<file path="src/rtl/addsub_multicycle.sv">
// addsub_multicycle: WIDTH-bit add/subtract evaluated SLICE bits per clock.
// The inter-slice carry lives in a register, so the critical path is one
// SLICE-bit adder. Optional feature macro: ADDSUB_SATURATE_EN (clamp on
// signed overflow); without it the result wraps in two's complement.
// WIDTH must be a positive multiple of SLICE, and WIDTH must be at least 2.
module addsub_multicycle #(
    parameter int unsigned WIDTH = 32,
    parameter int unsigned SLICE = 8
) (
    input  logic             clk,
    input  logic             rst_n,
    input  logic             start,
    input  logic [WIDTH-1:0] a,
    input  logic [WIDTH-1:0] b,
    input  logic             mode,
    output logic             busy,
    output logic             done,
    output logic [WIDTH:0]   result,
    output logic             carry,
    output logic             overflow,
    output logic             zero,
    output logic             negative
);

    localparam int unsigned NSLICE = WIDTH / SLICE;
    localparam int unsigned IDX_W  = (NSLICE > 1) ? $clog2(NSLICE) : 1;
    localparam int unsigned LO_W   = (WIDTH > 1) ? $clog2(WIDTH) : 1;
    localparam logic [IDX_W-1:0] LAST_IDX = IDX_W'(NSLICE - 1);

    typedef enum logic [1:0] {
        S_IDLE = 2'd0,
        S_RUN  = 2'd1,
        S_DONE = 2'd2
    } state_t;

    state_t             r_state;
    state_t             w_next;

    logic [WIDTH-1:0]   r_a;
    logic [WIDTH-1:0]   r_b;
    logic               r_mode;
    logic               r_carry;
    logic [IDX_W-1:0]   r_idx;
    logic [WIDTH-1:0]   r_acc;

    logic               w_accept;
    logic               w_last;
    logic [LO_W-1:0]    w_lo;
    logic [SLICE-1:0]   w_a_sl;
    logic [SLICE-1:0]   w_b_sl;
    logic [SLICE:0]     w_sum_ext;
    logic [SLICE-1:0]   w_sum;
    logic               w_cout;
    logic               w_cin_msb;
    logic               w_ovf;
    logic               w_sign;
    logic [WIDTH-1:0]   w_full;
    logic [WIDTH-1:0]   w_res_lo;
    logic [WIDTH:0]     w_res;

    // A new request is taken whenever no slices are in flight.
    assign w_accept = start && (r_state != S_RUN);
    assign w_last   = (r_idx == LAST_IDX);

    // State register.
    always_ff @(posedge clk or negedge rst_n) begin
        if (!rst_n) begin
            r_state <= S_IDLE;
        end else begin
            r_state <= w_next;
        end
    end

    // Next-state logic.
    always_comb begin
        w_next = r_state;
        case (r_state)
            S_IDLE: begin
                if (start) begin
                    w_next = S_RUN;
                end
            end
            S_RUN: begin
                if (w_last) begin
                    w_next = S_DONE;
                end
            end
            S_DONE: begin
                w_next = start ? S_RUN : S_IDLE;
            end
            default: begin
                w_next = S_IDLE;
            end
        endcase
    end

    // Current slice operands; subtract uses A + ~B + 1 with the +1 preloaded as carry.
    assign w_lo      = LO_W'(r_idx) * LO_W'(SLICE);
    assign w_a_sl    = r_a[w_lo +: SLICE];
    assign w_b_sl    = r_b[w_lo +: SLICE] ^ {SLICE{r_mode}};
    assign w_sum_ext = {1'b0, w_a_sl} + {1'b0, w_b_sl} + (SLICE+1)'(r_carry);
    assign w_sum     = w_sum_ext[SLICE-1:0];
    assign w_cout    = w_sum_ext[SLICE];

    // Carry into the operand MSB recovered from the MSB sum bit; only meaningful on the last slice.
    assign w_cin_msb = w_a_sl[SLICE-1] ^ w_b_sl[SLICE-1] ^ w_sum[SLICE-1];
    assign w_ovf     = w_cin_msb ^ w_cout;

    // Accumulator with the current slice merged in, i.e. the full sum on the last slice.
    always_comb begin
        w_full = r_acc;
        w_full[w_lo +: SLICE] = w_sum;
    end

    // True sign of the infinitely-precise result.
    assign w_sign = w_full[WIDTH-1] ^ w_ovf;

`ifdef ADDSUB_SATURATE_EN
    localparam logic [WIDTH-1:0] SAT_MAX = {1'b0, {(WIDTH-1){1'b1}}};
    localparam logic [WIDTH-1:0] SAT_MIN = {1'b1, {(WIDTH-1){1'b0}}};

    // Clamp the low WIDTH bits toward the true sign on overflow.
    always_comb begin
        w_res_lo = w_full;
        if (w_ovf) begin
            w_res_lo = w_sign ? SAT_MIN : SAT_MAX;
        end
    end
`else
    // Wrapping result.
    always_comb begin
        w_res_lo = w_full;
    end
`endif

    assign w_res = {w_sign, w_res_lo};

    // Operand capture and per-slice accumulation.
    always_ff @(posedge clk or negedge rst_n) begin
        if (!rst_n) begin
            r_a     <= '0;
            r_b     <= '0;
            r_mode  <= 1'b0;
            r_carry <= 1'b0;
            r_idx   <= '0;
            r_acc   <= '0;
        end else if (w_accept) begin
            r_a     <= a;
            r_b     <= b;
            r_mode  <= mode;
            r_carry <= mode;
            r_idx   <= '0;
        end else if (r_state == S_RUN) begin
            r_acc   <= w_full;
            r_carry <= w_cout;
            r_idx   <= r_idx + IDX_W'(1);
        end
    end

    // Result and flags are loaded together on the last slice and held otherwise.
    always_ff @(posedge clk or negedge rst_n) begin
        if (!rst_n) begin
            result   <= '0;
            carry    <= 1'b0;
            overflow <= 1'b0;
            zero     <= 1'b0;
            negative <= 1'b0;
        end else if ((r_state == S_RUN) && w_last) begin
            result   <= w_res;
            carry    <= w_cout ^ r_mode;
            overflow <= w_ovf;
            zero     <= (w_res == '0);
            negative <= w_sign;
        end
    end

    // Handshake outputs registered from the next state so they track RUN/DONE exactly.
    always_ff @(posedge clk or negedge rst_n) begin
        if (!rst_n) begin
            busy <= 1'b0;
            done <= 1'b0;
        end else begin
            busy <= (w_next == S_RUN);
            done <= (w_next == S_DONE);
        end
    end

endmodule
</file>
<file path="config.mk">
export PLATFORM = sky130hd
export DESIGN_NAME = addsub_multicycle
export DESIGN_NICKNAME = d
export VERILOG_FILES = /design/src/rtl/addsub_multicycle.sv
export SDC_FILE = /design/constraint.sdc
export NUM_CORES = 1
export LEC_CHECK = 0
export CAP_MARGIN = 25
export CORE_MARGIN = 4
export CORE_UTILIZATION = 30
export CTS_CLUSTER_DIAMETER = 30
export CTS_CLUSTER_SIZE = 28
export DETAILED_ROUTE_END_ITERATION = 16
export PLACE_DENSITY = 0.6
export SLEW_MARGIN = 20
export SYNTH_ARGS = -nofsm -noshare
export SYNTH_HDL_FRONTEND = slang
export SYNTH_SLANG_ARGS = --single-unit
export TNS_END_PERCENT = 20
</file>
<file path="constraint.sdc">
create_clock -name clk -period 5.1 [get_ports clk]
set_clock_uncertainty 0.05 [all_clocks]
set_input_delay 1.53 -clock clk [delete_from_list [all_inputs] [get_ports clk]]
set_output_delay 1.53 -clock clk [all_outputs]
set_load 0.005 [all_outputs]
</file>
Word level (Yosys, flattened, before mapping)

Index checks and enable logic that the tools add are counted.

Add/subtract/negate cells: 4
$mul: 0
Divide/modulo/power cells: 0
$lt $le $gt $ge: 0
Equality and inequality tests: 6
Shift operators: 4
Muxes and demuxes: 9
Bitwise operators: 7
Reductions and logical operators: 6

Operators by type and width:

| operator                 | number |
|---|---|
| $shiftx A32 B6 Y8        | 2 |
| $logic_not A33 Y1        | 1 |
| $bwmux W32               | 1 |
| $shift A8 B7 Y32 const A | 1 |
| $shiftx A8 B7 Y32        | 1 |
| $add A8 B8 Y9            | 1 |
| $add A9 B1 Y9            | 1 |
| $mux W2                  | 4 |
| $xor A8 B8 Y8            | 1 |
| $neg A5 Y7               | 1 |
| $eq A2 B2 Y1 const B     | 3 |
| $pmux W2 S3              | 1 |
| $xor A1 B1 Y1            | 5 |
| $eq A2 B1 Y1 const B     | 2 |
| $mux W1                  | 3 |
| $add A2 B1 Y2 const B    | 1 |
| $logic_and A1 B1 Y1      | 2 |
| $logic_not A2 Y1         | 1 |
| $ne A2 B1 Y1 const B     | 1 |
| $reduce_and A2 Y1        | 1 |
| $reduce_bool A2 Y1       | 1 |
| $not A1 Y1               | 1 |

Flip-flop bits (word level): 141
Bits in latches: 0
Memory bits (writable): 0
ROM bits: 0
Input bits: 68
Output and inout port bits: 39
Logic and storage cells: 50
Memories kept: 0

Longest topological paths before layout

Depth after elaboration: 8
Depth in mapped cells: 14

Worst setup path after synthesis

OpenSTA, ideal clock, no wires.

Path kind: reg-to-reg
Start: register r_idx[1]
End: register zero
Setup time: 0.066 ns
Arrival time: 3.562 ns
Data required time: 4.984 ns
Path slack: 1.422 ns
Stages on the path, launching flop included: 15
Buffers on the path: 3
Period minus slack after synthesis: 3.678 ns
Cell sequence: dfrtp_1 clkbuf_1 clkbuf_1 mux4_2 xnor2_1 fa_1 inv_1 fa_1 clkbuf_1 o21ai_1 nor4b_1 nor4bb_1 nand4_1 and4b_1 a32o_2

Word-level cells in the longest chain between the ends: 8
Elaborated cells on any way between the ends: 16
Classes of those cells: 3 x add/sub; 1 x eq/ne; 4 x shift; 1 x mux; 5 x bitwise; 2 x reduce/logical

Ends and longest elaborated chain:

| element                                            | RTL line | source |
|---|---|---|
| start: declaration                                 | 43       | `logic [IDX_W-1:0] r_idx;` |
| start signal: assignment                           | 156      | `r_idx <= r_idx + IDX_W'(1);` |
| $shiftx A32 B6 Y8                                  | 100      | `assign w_b_sl = r_b[w_lo +: SLICE] ^ {SLICE{r_mode}};` |
| $xor A8 B8 Y8                                      | 100      |  |
| $add A8 B8 Y9                                      | 101      | `assign w_sum_ext = {1'b0, w_a_sl} + {1'b0, w_b_sl} + (SLICE+1)'(r_carry);` |
| $add A9 B1 Y9                                      | 101      |  |
| $shiftx A8 B7 Y32 or $xor A1 B1 Y1 (tied branches) | 112, 106 |  |
| $bwmux W32 or $xor A1 B1 Y1 (tied branches)        | 112, 107 |  |
| $xor A1 B1 Y1                                      | 116      | `assign w_sign = w_full[WIDTH-1] ^ w_ovf;` |
| $logic_not A33 Y1                                  | 172      | `zero <= (w_res == '0);` |
| end signal: assignment                             | 172      |  |
| end: declaration                                   | 21       | `output logic zero,` |

Parallel ways exist; a longest one is shown, timed or not.
A chain may end at the register's enable or synchronous reset.

Final worst setup path

Start: register r_idx[0]
End: register zero

The elaborated chain is that of the path after synthesis.

==> results.md <==
Placement:
- After legalization and detailed placement, the total HPWL measured 11800 um.
- The congestion estimate from routability-driven global placement came to 0.845.
- In this run the tool buffered the top-level ports with 106 buffer cells.
- After detailed placement, the total cell area comes to 8070 um^2.

Synthesis:
- In this run the cell area of the synthesized design comes to 6770 um^2.
- The gate count of the mapped netlist is 565.
- After synthesis, the mean cell area works out to 12.0 um^2.
- For this run, asynchronously set or reset flops after synthesis account for 100%.
- Synthesis produced a netlist with a net count of 648.
- In this run, synthesis inferred 0 flip-flops with an integrated enable.
- The yosys synthesis warning count is 0.
- The number of synthesized register bits is 140.
- The part of the Yosys area used for sequential elements is 51.8%.
- Among all flip-flop cells after synthesis, the most frequent one is dfrtp_1.
- Yosys mapped the design onto 54 distinct sky130hd cell types.

Floorplan:
- The total core area is 22000 um^2.
- The horizontal die dimension is 158 um.
- The die area is 25000 um^2.
- The die is 158 um tall.
- Row generation in the floorplan step produced 54 rows.
- For this configuration, the core starts out at a cell density of 30.7%.
- In this run the count of I/O pins placed on the die edge is 107.

Timing:
- Based on the critical path, the design can be clocked at up to 0.242 GHz.
- In the finished design, the share of the clock period the worst path needs comes to 81.1%.
- The max-slew violation count is 0.
- Adding up every negative setup slack in the final design gives 0 ns.
- Setup repair after global routing left no endpoint under its margin.
- The number of endpoints with negative hold slack in the final report is 0.
- The number of setup violations in the final report is 0.
- For the pin with the worst max-slew slack, the measured transition is 0.890 ns.
- The worst max-slew margin expressed relative to the limit is 40.7%.
- The final period demand of the worst path is 4.13 ns.

Layout:
- 0 antenna diodes ended up in the layout.
- The finished cells cover 8640 um^2.
- The register cell area after layout is 3500 um^2.
- The leading cell type in the layout, fill and taps excluded is dfrtp_1.
- The post-route netlist has 21.4% of its cells at a drive strength greater than 1.
- Once layout is complete, the utilization of the core stands at 39.2%.
- The multi-input combinational cells in the finished layout cover a total of 3050 um^2.
- In the layout the commonest cells are 140 x dfrtp_1, 105 x clkdlybuf4s50_1, 71 x nand2_1.
- The net count of the finished layout is 747.
- The layout-stage area growth over the synthesis result is 27.7%.
- After filler insertion, the fill cell instance count of the layout stands at 2162.

Hold path:
- The launch point of the worst hold path is result[20].
- The hold-critical path depth is 2.
- The worst min-delay path class is flip-flop to flip-flop.
- For hold timing, the worst endpoint is result[20].

CTS:
- The insertion delay to the later sink of the worst-skew pair is 0.42 ns.
- Clock-pin slew was measured on the worst setup and hold paths at 0.06 ns.
- The total clock buffers created by CTS is 17.
- In this run the post-CTS setup repair buffer count came out at 0.
- The longest clock path from root to sink contains 2 buffers.
- The quantity of gates resized following cts is 0.
- In this run the clock root is driven by a clkbuf_16.
- The number of clock sinks seen by CTS is 140.
- After clock tree synthesis, the flow added hold-fix buffers numbering 0.
- The TritonCTS clock tree is done.
- The CTS H-tree depth is 4.

Detailed routing:
- The final route contains 4593 vias.
- Summed over all layers, the routed wires come to 16600 um.
- The number of nets with antenna violations after routing is 0.
- In this run, the number of DRC markers left after iteration 0 of detailed routing was 251.
- The number of optimization iterations in the first detailed-route pass is 5.
- The via density per instance is 4.80.
- The routed length per placed instance is 17.3 um.
- The total DRC errors in the routed layout is 0.

Worst setup path:
- The worst register-to-register path ends at zero.
- The number of cells on the worst reg-to-reg path is 10.
- The highest fanout seen on the critical path is 20.
- The data required time at the worst endpoint is 5.41 ns.
- The delay of the slowest cell on the worst path is 0.79 ns.
- The worst register-to-register path begins at r_idx[0].
- The arrival time at the worst endpoint is 4.44 ns.
- The kind of cell adding the most delay to the critical path is compound AO/OA/AOI/OAI gates.
- The worst setup path is launched from a flip-flop.
- The total buffers and inverters traversed by the critical path is 1.
- The worst setup path is captured at a flip-flop.
- The worst-case register-to-register setup slack is 0.97 ns.
- The worst-path cell with the longest stage delay is dfrtp_1.
- The signal on the critical path passes through buf_4, mux4_2, xor2_1, fa_1, a21o_1, a221oi_2, o21ai_1, xnor2_1, and4b_1, a32o_2.
- The worst setup path is of the flip-flop to flip-flop kind.

Global route:
- Entering global routing, the biggest net connects 110 pins.
- The number of antenna violations at the first check in global routing is 0.
- The number of global-route vias before repair was 4745.
- The total routing resource utilization after global routing is 13.8%.
- The residual overflow from global routing is 0.
- The first global-routing pass estimated 26500 um of wire.

Flow run:
- The count of maximum capacitance violations is 0.

Run status:
- The run finished with clean final reports.
[worst register-to-register path, delay by kind of cell (launching register included)]
kind                       cells  cell delay, ns
DFF                            1            0.79
adders and majority gates      1            0.49
xor gates and xnor gates       2            0.60
AOI/OAI and AO/OA              4            0.93
muxes                          1            0.55
buffers and inverters          1            0.40
and+or+nand+nor                1            0.27
[layout make-up]
cell class	count	share of cell area, %
Sequential cell	140	40.5
Multi-Input combinational cell	378	35.3
Timing Repair Buffer	116	13.2
Clock buffer	21	5.44
Tap cell	280	4.05
Clock inverter	10	1.06
Inverter	11	0.478
[cell usage after synthesis, drive strengths merged, types with 3 or more instances]
cell type,count,area (um^2)
nor4bb,3,30.0
nor2,15,61.3
nand4,5,31.3
clkbuf,16,60.1
o21ai,41,209
nand3,6,30.0
nor2b,24,150
buf,20,123
a21oi,29,156
nand2b,7,43.8
mux2,65,732
inv,11,41.3
xnor2,6,78.8
mux4,16,360
a22o,19,170
o31ai,5,37.5
a211o,4,35.0
nor4,4,25.0
xor2,10,103
dfrtp,140,3500
o221ai,3,26.3
ha,13,163
o21a,3,22.5
nand2,73,277
nand4bb,3,33.8
[state kept, by name (all words and copies together), names as in the netlist]
register	flops
r_acc	32
zero	1
r_state	2
r_a	32
r_carry	1
r_b	32
r_idx	2
r_mode	1
carry	1
busy	1
result	33
overflow	1
done	1
[per-stage QoR]
stage | setup WS, ns | hold WS, ns | cells
floorplan | 1.42 | 0.392 | 565
global placement | 1.01 | 0.411 | 924
detailed placement | 0.975 | 0.412 | 924
CTS | 0.951 | 0.427 | 955
global route | 0.705 | 0.445 | 956
finish | 0.966 | 0.422 | 956
[kinds of logic after synthesis]
logic type / share of synthesized area, %
buf+inv: 3.31
mux: 16.4
flops: 51.8
xor+xnor: 2.68
simple gates: 11.4
fa+ha+maj: 3.00
compound gates: 11.4
[layer usage]
layer  share of wire (%)  track usage, %  vias up
met3                 5.3            3.91       17
met5                   0               0        -
li1                    -               -     2209
met4                 1.0            3.90        0
met1                  47            19.3     2232
met2                  47            21.1      135
[how the worst max path moves through the flow]
stage	from	to	slack, ns	cells after the start
floorplan	r_idx[1]	zero	1.42	14
global placement	r_idx[0]	zero	1.01	10
detailed placement	r_idx[0]	zero	0.98	10
CTS	r_idx[0]	zero	0.95	10
global route	r_idx[0]	zero	0.71	10
finish	r_idx[0]	zero	0.97	10
Power is not shown: default switching activity piles up to over one toggle a cycle in this logic, so the estimate is an artifact.
